==> src/rtl/hiscore_host_pkg.sv <==
// Shared types and constants for the hiscore ioctl initiator.
package hiscore_host_pkg;

    typedef enum logic [3:0] {
        S_IDLE,
        S_SETUP,
        S_FETCH,
        S_SRCWAIT,
        S_WRITE,
        S_GAP,
        S_UPADDR,
        S_UPWAIT,
        S_CAPTURE,
        S_TAIL,
        S_DONE
    } host_state_t;

    localparam logic OP_DOWNLOAD = 1'b0;
    localparam logic OP_UPLOAD   = 1'b1;

    localparam logic [7:0] HS_IDX_CONFIG = 8'd3;
    localparam logic [7:0] HS_IDX_DUMP   = 8'd4;

endpackage

==> src/rtl/hs_host_timer.sv <==
// Loadable down-counter that saturates at zero; paces source latency, write gaps and read waits.
module hs_host_timer #(
    parameter int W = 8
) (
    input  logic         clk,
    input  logic         reset,
    input  logic         load,
    input  logic [W-1:0] load_val,
    output logic         zero
);

    logic [W-1:0] cnt_q;

    // NOTE: sequential state uses non-blocking assignments so every flop samples pre-edge values.
    always_ff @(posedge clk or posedge reset) begin
        if (reset) begin
            cnt_q <= '0;
        end else if (load) begin
            cnt_q <= load_val;
        end else if (cnt_q != '0) begin
            cnt_q <= cnt_q - W'(1);
        end
    end

    assign zero = (cnt_q == '0);

endmodule

==> src/rtl/hiscore_ioctl_host.sv <==
// Initiator for the hiscore ioctl byte stream: replays a byte source as a download or saves an upload into a sink.
// Optional HS_HOST_CHECKSUM_EN adds a mod-256 sum of every byte strobed in the session.
module hiscore_ioctl_host
    import hiscore_host_pkg::*;
#(
    parameter int ADDR_W      = 25,
    parameter int WR_GAP      = 3,
    parameter int RD_WAIT     = 4,
    parameter int SRC_LATENCY = 1
) (
    input  logic              clk,
    input  logic              reset,
    input  logic              cmd_valid,
    output logic              cmd_ready,
    input  logic              cmd_op,
    input  logic [7:0]        cmd_index,
    input  logic [ADDR_W-1:0] cmd_len,
    input  logic              cmd_abort,
    output logic              done,
    output logic              aborted,
    output logic              src_rd,
    output logic [ADDR_W-1:0] src_addr,
    input  logic [7:0]        src_data,
    output logic              sink_we,
    output logic [ADDR_W-1:0] sink_addr,
    output logic [7:0]        sink_data,
    output logic              ioctl_download,
    output logic              ioctl_upload,
    output logic              ioctl_wr,
    output logic [ADDR_W-1:0] ioctl_addr,
    output logic [7:0]        ioctl_dout,
    output logic [7:0]        ioctl_index,
    input  logic [7:0]        ioctl_din,
    output logic [7:0]        xfer_sum
);

    // Timer reload values are one less than the wait length; the read wait also counts the UPADDR cycle.
    localparam logic [7:0] SRC_LOAD = 8'(SRC_LATENCY - 1);
    localparam logic [7:0] GAP_LOAD = 8'((WR_GAP > 0) ? WR_GAP - 1 : 0);
    localparam logic [7:0] RD_LOAD  = 8'((RD_WAIT > 1) ? RD_WAIT - 2 : 0);

    host_state_t       state_q, state_d;
    logic              op_q;
    logic [7:0]        index_q;
    logic [ADDR_W-1:0] len_q;
    logic [ADDR_W-1:0] addr_q;
    logic [7:0]        dout_q;
    logic              abort_q;
    logic              tmr_load;
    logic [7:0]        tmr_val;
    logic              tmr_zero;
    logic              accept;
    logic              last_byte;
    logic              abort_any;
    logic              src_take;

    hs_host_timer #(.W(8)) u_timer (
        .clk      (clk),
        .reset    (reset),
        .load     (tmr_load),
        .load_val (tmr_val),
        .zero     (tmr_zero)
    );

    assign accept    = (state_q == S_IDLE) && cmd_valid;
    assign last_byte = (addr_q == len_q - ADDR_W'(1));
    assign abort_any = abort_q || cmd_abort;
    assign src_take  = (state_q == S_SRCWAIT) && tmr_zero;

    always_ff @(posedge clk or posedge reset) begin
        if (reset) begin
            state_q <= S_IDLE;
            op_q    <= OP_DOWNLOAD;
            index_q <= '0;
            len_q   <= '0;
            addr_q  <= '0;
            dout_q  <= '0;
            abort_q <= 1'b0;
        end else begin
            state_q <= state_d;
            if (accept) begin
                op_q    <= cmd_op;
                index_q <= cmd_index;
                len_q   <= cmd_len;
                addr_q  <= '0;
                abort_q <= 1'b0;
            end else begin
                if (state_q != S_IDLE && cmd_abort) abort_q <= 1'b1;
                if (state_q == S_WRITE || state_q == S_CAPTURE) addr_q <= addr_q + ADDR_W'(1);
                if (src_take) dout_q <= src_data;
            end
        end
    end

    always_comb begin
        // NOTE: defaults first so no branch of the case leaves a signal unassigned and infers a latch.
        state_d  = state_q;
        tmr_load = 1'b0;
        tmr_val  = '0;
        case (state_q)
            S_IDLE:    if (cmd_valid) state_d = S_SETUP;
            S_SETUP: begin
                if (len_q == '0 || abort_any) state_d = S_TAIL;
                else if (op_q == OP_UPLOAD)   state_d = S_UPADDR;
                else                          state_d = S_FETCH;
            end
            S_FETCH: begin
                tmr_load = 1'b1;
                tmr_val  = SRC_LOAD;
                state_d  = S_SRCWAIT;
            end
            S_SRCWAIT: if (tmr_zero) state_d = S_WRITE;
            S_WRITE: begin
                if (last_byte || abort_any) begin
                    state_d = S_TAIL;
                end else if (WR_GAP == 0) begin
                    state_d = S_FETCH;
                end else begin
                    tmr_load = 1'b1;
                    tmr_val  = GAP_LOAD;
                    state_d  = S_GAP;
                end
            end
            S_GAP: begin
                if (abort_any)     state_d = S_TAIL;
                else if (tmr_zero) state_d = S_FETCH;
            end
            S_UPADDR: begin
                if (RD_WAIT <= 1) begin
                    state_d = S_CAPTURE;
                end else begin
                    tmr_load = 1'b1;
                    tmr_val  = RD_LOAD;
                    state_d  = S_UPWAIT;
                end
            end
            S_UPWAIT:  if (tmr_zero) state_d = S_CAPTURE;
            S_CAPTURE: state_d = (last_byte || abort_any) ? S_TAIL : S_UPADDR;
            S_TAIL:    state_d = S_DONE;
            S_DONE:    state_d = S_IDLE;
            default:   state_d = S_IDLE;
        endcase
    end

    // Session strobes decode straight from state so an async reset drops them without waiting for a clock.
    assign cmd_ready      = (state_q == S_IDLE) && !reset;
    assign ioctl_download = (state_q != S_IDLE) && (state_q != S_DONE) && (op_q == OP_DOWNLOAD);
    assign ioctl_upload   = (state_q != S_IDLE) && (state_q != S_DONE) && (op_q == OP_UPLOAD);
    assign ioctl_wr       = (state_q == S_WRITE);
    assign ioctl_addr     = addr_q;
    assign ioctl_dout     = src_take ? src_data : dout_q;
    assign ioctl_index    = index_q;
    assign src_rd         = (state_q == S_FETCH);
    assign src_addr       = addr_q;
    assign sink_we        = (state_q == S_CAPTURE);
    assign sink_addr      = addr_q;
    assign sink_data      = sink_we ? ioctl_din : 8'h00;
    assign done           = (state_q == S_DONE);
    assign aborted        = (state_q == S_DONE) && abort_q;

`ifdef HS_HOST_CHECKSUM_EN
    logic [7:0] sum_q;

    always_ff @(posedge clk or posedge reset) begin
        if (reset) begin
            sum_q <= '0;
        end else if (accept) begin
            sum_q <= '0;
        end else if (state_q == S_WRITE) begin
            sum_q <= sum_q + dout_q;
        end else if (state_q == S_CAPTURE) begin
            sum_q <= sum_q + ioctl_din;
        end
    end

    assign xfer_sum = sum_q;
`else
    assign xfer_sum = 8'h00;
`endif

endmodule

==> config.mk <==
export PLATFORM = sky130hd
export DESIGN_NAME = hiscore_ioctl_host
export DESIGN_NICKNAME = d
export VERILOG_FILES = /design/src/rtl/hiscore_host_pkg.sv /design/src/rtl/hs_host_timer.sv /design/src/rtl/hiscore_ioctl_host.sv
export SDC_FILE = /design/constraint.sdc
export NUM_CORES = 1
export LEC_CHECK = 0
export CORE_MARGIN = 10
export CORE_UTILIZATION = 50
export CTS_CLUSTER_SIZE = 24
export DETAILED_ROUTE_END_ITERATION = 12
export DONT_BUFFER_PORTS = 1
export MAX_ROUTING_LAYER = met4
export PLACE_DENSITY = 0.74
export SLEW_MARGIN = 20
export SYNTH_ARGS = -nofsm -noshare
export SYNTH_HDL_FRONTEND = slang
export SYNTH_HIERARCHICAL = 1
export SYNTH_SLANG_ARGS = --single-unit
==> constraint.sdc <==
create_clock -name clk -period 3.7 [get_ports clk]
set_input_delay 0 -clock clk [delete_from_list [all_inputs] [get_ports clk]]
set_output_delay 0 -clock clk [all_outputs]
set_load 0.005 [all_outputs]
* Yosys cells after proc, flatten, opt, wreduce, memory -nomap -nowiden *
Cells that the tools add are included.

operators by class
  add/sub/neg operators = 3
  equality and inequality tests = 16
  mux-type cells = 22
  bitwise logic cells = 1
  reduce and logical (&&, ||, !) cells = 23

operators by type and width
  kind                   number
  $mux 25                2
  $pmux 4 s10            1
  $mux 4                 8
  $mux 8                 4
  $add 25x1->25 const B  1
  $eq 25x25->1           1
  $logic_not 25->1       1
  $sub 25x1->25 const B  1
  $eq 4x3->1 const B     4
  $eq 4x4->1 const B     3
  $eq 4x2->1 const B     2
  $logic_and 1x1->1      8
  $logic_not 8->1        1
  $reduce_bool 8->1      1
  $sub 8x1->8 const B    1
  $ne 2x2->1 const B     3
  $reduce_bool 2->1      3
  $eq 4x1->1 const B     1
  $logic_not 4->1        1
  $logic_or 1x1->1       4
  $ne 4x4->1 const B     1
  $pmux 2 s2             1
  $reduce_and 4->1       1
  $reduce_bool 4->1      1
  other kinds (8)        10

word-level totals
  register bits after elaboration = 80
  input bits = 54
  output and inout bits = 115
  logic and storage cells = 73

* Longest topological paths before layout *
  depth after elaboration = 6
  depth in mapped cells = 14
  gate-level depth less buffers = 11

* Cells and area by module *
The synthesis kept the hierarchy.

modules (own cells, without submodules)
  module              instances  cells each  area each (sq um)  sequential area each (sq um)
  hiscore_ioctl_host  1          556         4747.1             1801.7
  hs_host_timer       1          56          496.7              200.2

* Least setup slack after synthesis *
No wires, ideal clock.

  kind = flip-flop to flip-flop
  start point = reg len_q[0]
  end point = reg u_timer.cnt_q[4]
  library setup time = 0.124 ns
  arrival = 3.095 ns
  required time = 3.576 ns
  slack = 0.481 ns
  cell stages (with the launch flop) = 13
  buffers on the path = 2
  period minus slack after synthesis = 3.219 ns
  path through = dfrtp_1 inv_1 ha_1 nor2b_1 nand4_1 or3b_1 a2111oi_2 nor3_1 nor4b_4 o21ai_0 buf_1 clkbuf_1 o31a_1

between the ends
  cells in the longest elaborated chain, start to end = 6
  elaborated cells between the ends (all ways) = 7
  those cells by class = add/sub: 1; eq/ne: 1; mux: 3; reduce/logical: 2

RTL lines
  item                                         line                       RTL
  from (decl)                                  hiscore_ioctl_host.sv:45   logic [ADDR_W-1:0] len_q;
  from (signal assigned)                       hiscore_ioctl_host.sv:84   len_q <= cmd_len;
  $sub 25x1->25 *                              hiscore_ioctl_host.sv:66   assign last_byte = (addr_q == len_q - ADDR_W'(1));
  $eq 25x25->1 *                               hiscore_ioctl_host.sv:66
  $logic_or 1x1->1 *                           hiscore_ioctl_host.sv:114  if (last_byte || abort_any) begin
  $mux 1 *                                     hiscore_ioctl_host.sv:114
  $pmux 1 s2 *                                 hiscore_ioctl_host.sv:100  case (state_q)
  named net tmr_load                           hiscore_ioctl_host.sv:49   logic tmr_load;
  $mux 8 or $reduce_bool 2->1 (tied branches)  -
  to (signal assigned)                         hs_host_timer.sv:19        cnt_q <= load_val;
  to (signal assigned)                         hs_host_timer.sv:21        cnt_q <= cnt_q - W'(1);
  to (decl)                                    hs_host_timer.sv:12        logic [W-1:0] cnt_q;

The timed path passes the listed nets; every way through them passes the cells marked *.
A chain may end at the register's enable or synchronous reset.

* Worst setup path after layout *
  start point = reg len_q[0]
  end point = reg u_timer.cnt_q[5]

The elaborated chain is that of the path after synthesis.

==> results_dict.tcl <==
set metrics [dict create \
    status "completed" \
    core_um2 10280 \
    ctsHtreeMaxLevel 3 \
    fp-row-count 37 \
    worstMarginPinSlew_ns 0.8285 \
    peakVddDrop_v 0.0002943 \
    die_x_um 122.4 \
    synth-seq-cells 80 \
    max_freq_mhz 299.6 \
    hold_end "cmd_ready" \
    synth_edf_count 0 \
    met1Wirelength_mm 5.685 \
    cts_buffers 9 \
    met2_wirelength_mm 6.834 \
    ys_types 65 \
    multi_input_area_um2 2689 \
    end_kind "flip-flop" \
    start_kind "flip-flop" \
    maxSlewHeadroom_pct 44.70 \
    syn_to_final_growth_pct 6.896 \
    ys_seq_area_share_pct 38.18 \
    async_flop_share_pct 100.0 \
    insertion_delay_ns 0.35 \
    synthCells 612 \
    grt_first_pass_wirelength_mm 21.74 \
    drive_above_1_share_pct 9.016 \
    cap_violations 0 \
    synth-xor-area-share_pct 9.520 \
    hp-start "reset" \
    gr-total-overflow 0 \
    r2r_setup_slack_ns 0.36 \
    regArea_um2 2002 \
    slew_viol_final 0 \
    drt_iter0_drc 354 \
    p_leak_nw 2.422 \
    syn_area_um2 5244 \
    fin_skew_ns 0.009828 \
    grt_max_degree 48 \
    diodes 0 \
    synth_top_family_by_area "simple AND/OR/NAND/NOR gates" \
    top_layer_used "met4" \
    detail_route.wirelength_mm 13.29 \
    crit_required_ns 3.95 \
    grt_usage_pct 18.43 \
    cts_tree "built" \
    yosys.area_share.simple_pct 25.79 \
    wl_per_cell_um 17.82 \
    setup_viol 0 \
    num-fill-cells 934 \
    ys_top_cells_by_area "dfrtp_1 38%, nand2_1 8.7%, buf_4 8.3%, xnor2_1 6.2%, mux2_2 3.4%" \
    die_area_um2 14980 \
    synth_most_common_cell "nand2_1" \
    synth_compound_area_share_pct 10.59 \
    syn_area_per_cell_um2 8.568 \
    drc_errors 0 \
    synthMuxAreaShare_pct 3.436 \
    path_max_fanout 17 \
    rsz0062_at_grt "false" \
    hold_class "in -> out" \
    fin_tns_setup_ns 0 \
    wl_met3_um 635 \
    cts.clk_slew.worst_paths_ns 0.08 \
    synth_top_cell_by_area "dfrtp_1" \
    gp_congestion 0.9076 \
    ys.flop_type "dfrtp_1" \
    fp.dieH_um 122.4 \
    hold_ws_ns 0.03626 \
    place_hpwl_mm 9.666 \
    start_util_pct 51.02 \
    antenna_found_initial 0 \
    dr.pass1.iters 5 \
    r2r-start "len_q[0]" \
    hold_viol 0 \
    synth_top_cells_by_count "121 x nand2_1, 80 x dfrtp_1, 58 x buf_4, 45 x nor2_1, 37 x xnor2_1" \
    r2r_end "u_timer/cnt_q[5]" \
    via_count 4191 \
    via_per_inst 5.618 \
    io_buffer_count 0 \
    p_per_area_nw_per_um2 693.5 \
    arrival_ns 3.58 \
    cts_sinks 80 \
    cts_buffer_depth 2 \
    synth_top_area_share_pct 38.18 \
    path_class "reg -> reg" \
    r2r_cells 12 \
    layout_min_cycle_time_ns 3.337 \
    root_buffer "clkbuf_8" \
    whs_path_depth 1 \
    num_io_pins 169 \
    yosys.area_share.adder_pct 0.7158 \
    yosysWarningCount 6 \
    fin_crit_sh_pct 90.20 \
    final_nets 664 \
    antenna_left 0 \
    grt_pass1_vias 4156 \
]
==> state kept, by name, indices dropped and copies added (netlist names) <==
signal,count
op_q,1
ioctl_addr,25
state_q,4
dout_q,8
abort_q,1
ioctl_index,8
u_timer/cnt_q,8
len_q,25
==> worst max-delay path, stage by stage (launching register included) <==
cell and delay [ns]:
dfrtp_1 0.43, inv_1 0.09, ha_1 0.29, nor2b_1 0.20
nand4_1 0.21, buf_4 0.24, nor2_1 0.11, xnor2_1 0.08
or4_1 0.46, nor4b_4 0.40, o21ai_0 0.14, buf_4 0.21
o41ai_1 0.35
==> cells in the final DEF (no fill, tap or decap), types with 10 or more instances in the layout <==
cell           count
dlygate4sd3_1     45
or3_1             11
nor4_1            11
xnor2_1           37
buf_4             12
and3_1            11
inv_1             12
a21oi_1           15
clkbuf_8          10
and2_1            10
o21ai_0           17
nand3_1           10
nor3_1            18
dfrtp_1           80
nand4_1           10
nand2_1          121
nor2_1            45
mux2_2            16
xor2_1            20
conb_1            15
==> power by group <==
group	leakage, nW	switching [mW]	internal, mW
Combinational	1.32	0.952	0.752
Sequential	1.02	0.460	1.16
Clock	0.0794	0.310	0.255
==> stage by stage <==
stage          power (mW)  std cells  utilization [%]  setup slack (ns)  instance area (um2)
2_1_floorplan       2.929        626                -            0.4807                 5296
3_5_place_dp        3.277        683            48.30            0.1179                 4964
5_1_grt             4.217        746            54.54           0.05528                 5605
3_3_place_gp        3.209        683            48.30            0.3613                 4964
4_1_cts             3.882        742            54.18            0.1451                 5568
6_report            3.887        746            54.54            0.3625                 5605
==> timing repair <==
action                                  in CTS  in global routing
buffers inserted                             0                  4
endpoints found under the hold margin       99                  0
endpoints found under the setup margin       0                  8
hold buffers                                45                  0
resized for setup                            0                  1
==> cell type report <==
cell class | instances | share of cell area, %
well taps | 136 | 3.036
flip-flops and latches | 80 | 35.71
clock buffers | 13 | 2.656
inverters | 13 | 0.8929
clock inverters | 1 | 0.08929
repair buffers | 57 | 9.643
multi-input cells | 446 | 47.97
==> cells by family after synthesis <==
logic type                 count (synthesis)
AOI/OAI and AO/OA                         80
xor gates and xnor gates                  57
adders and majority gates                  3
buffers and inverters                    100
DFF                                       80
muxes                                     16
other                                      1
and+or+nand+nor                          275
==> how the worst max path moves through the flow <==
stage               startpoint          endpoint  cells past startpoint  slack [ns]
detailed placement    len_q[7]  u_timer/cnt_q[5]                      9        0.12
global placement      len_q[0]  u_timer/cnt_q[5]                     11        0.36
finish                len_q[0]  u_timer/cnt_q[5]                     12        0.36
CTS                   len_q[7]  u_timer/cnt_q[5]                      9        0.15
global route          len_q[0]  u_timer/cnt_q[5]                     12        0.06
floorplan             len_q[0]  u_timer/cnt_q[4]                     12        0.48
==> per-layer routing <==
| metal | up-vias | global-route usage (%) |
|---|---|---|
| li1 | 2015 | - |
| met1 | 2034 | 22.47 |
| met2 | 133 | 30.65 |
| met3 | 9 | 3.076 |
| met4 | 0 | 5.670 |
| met5 | - | - |
No activity file was read; power rests on OpenSTA's default activity.
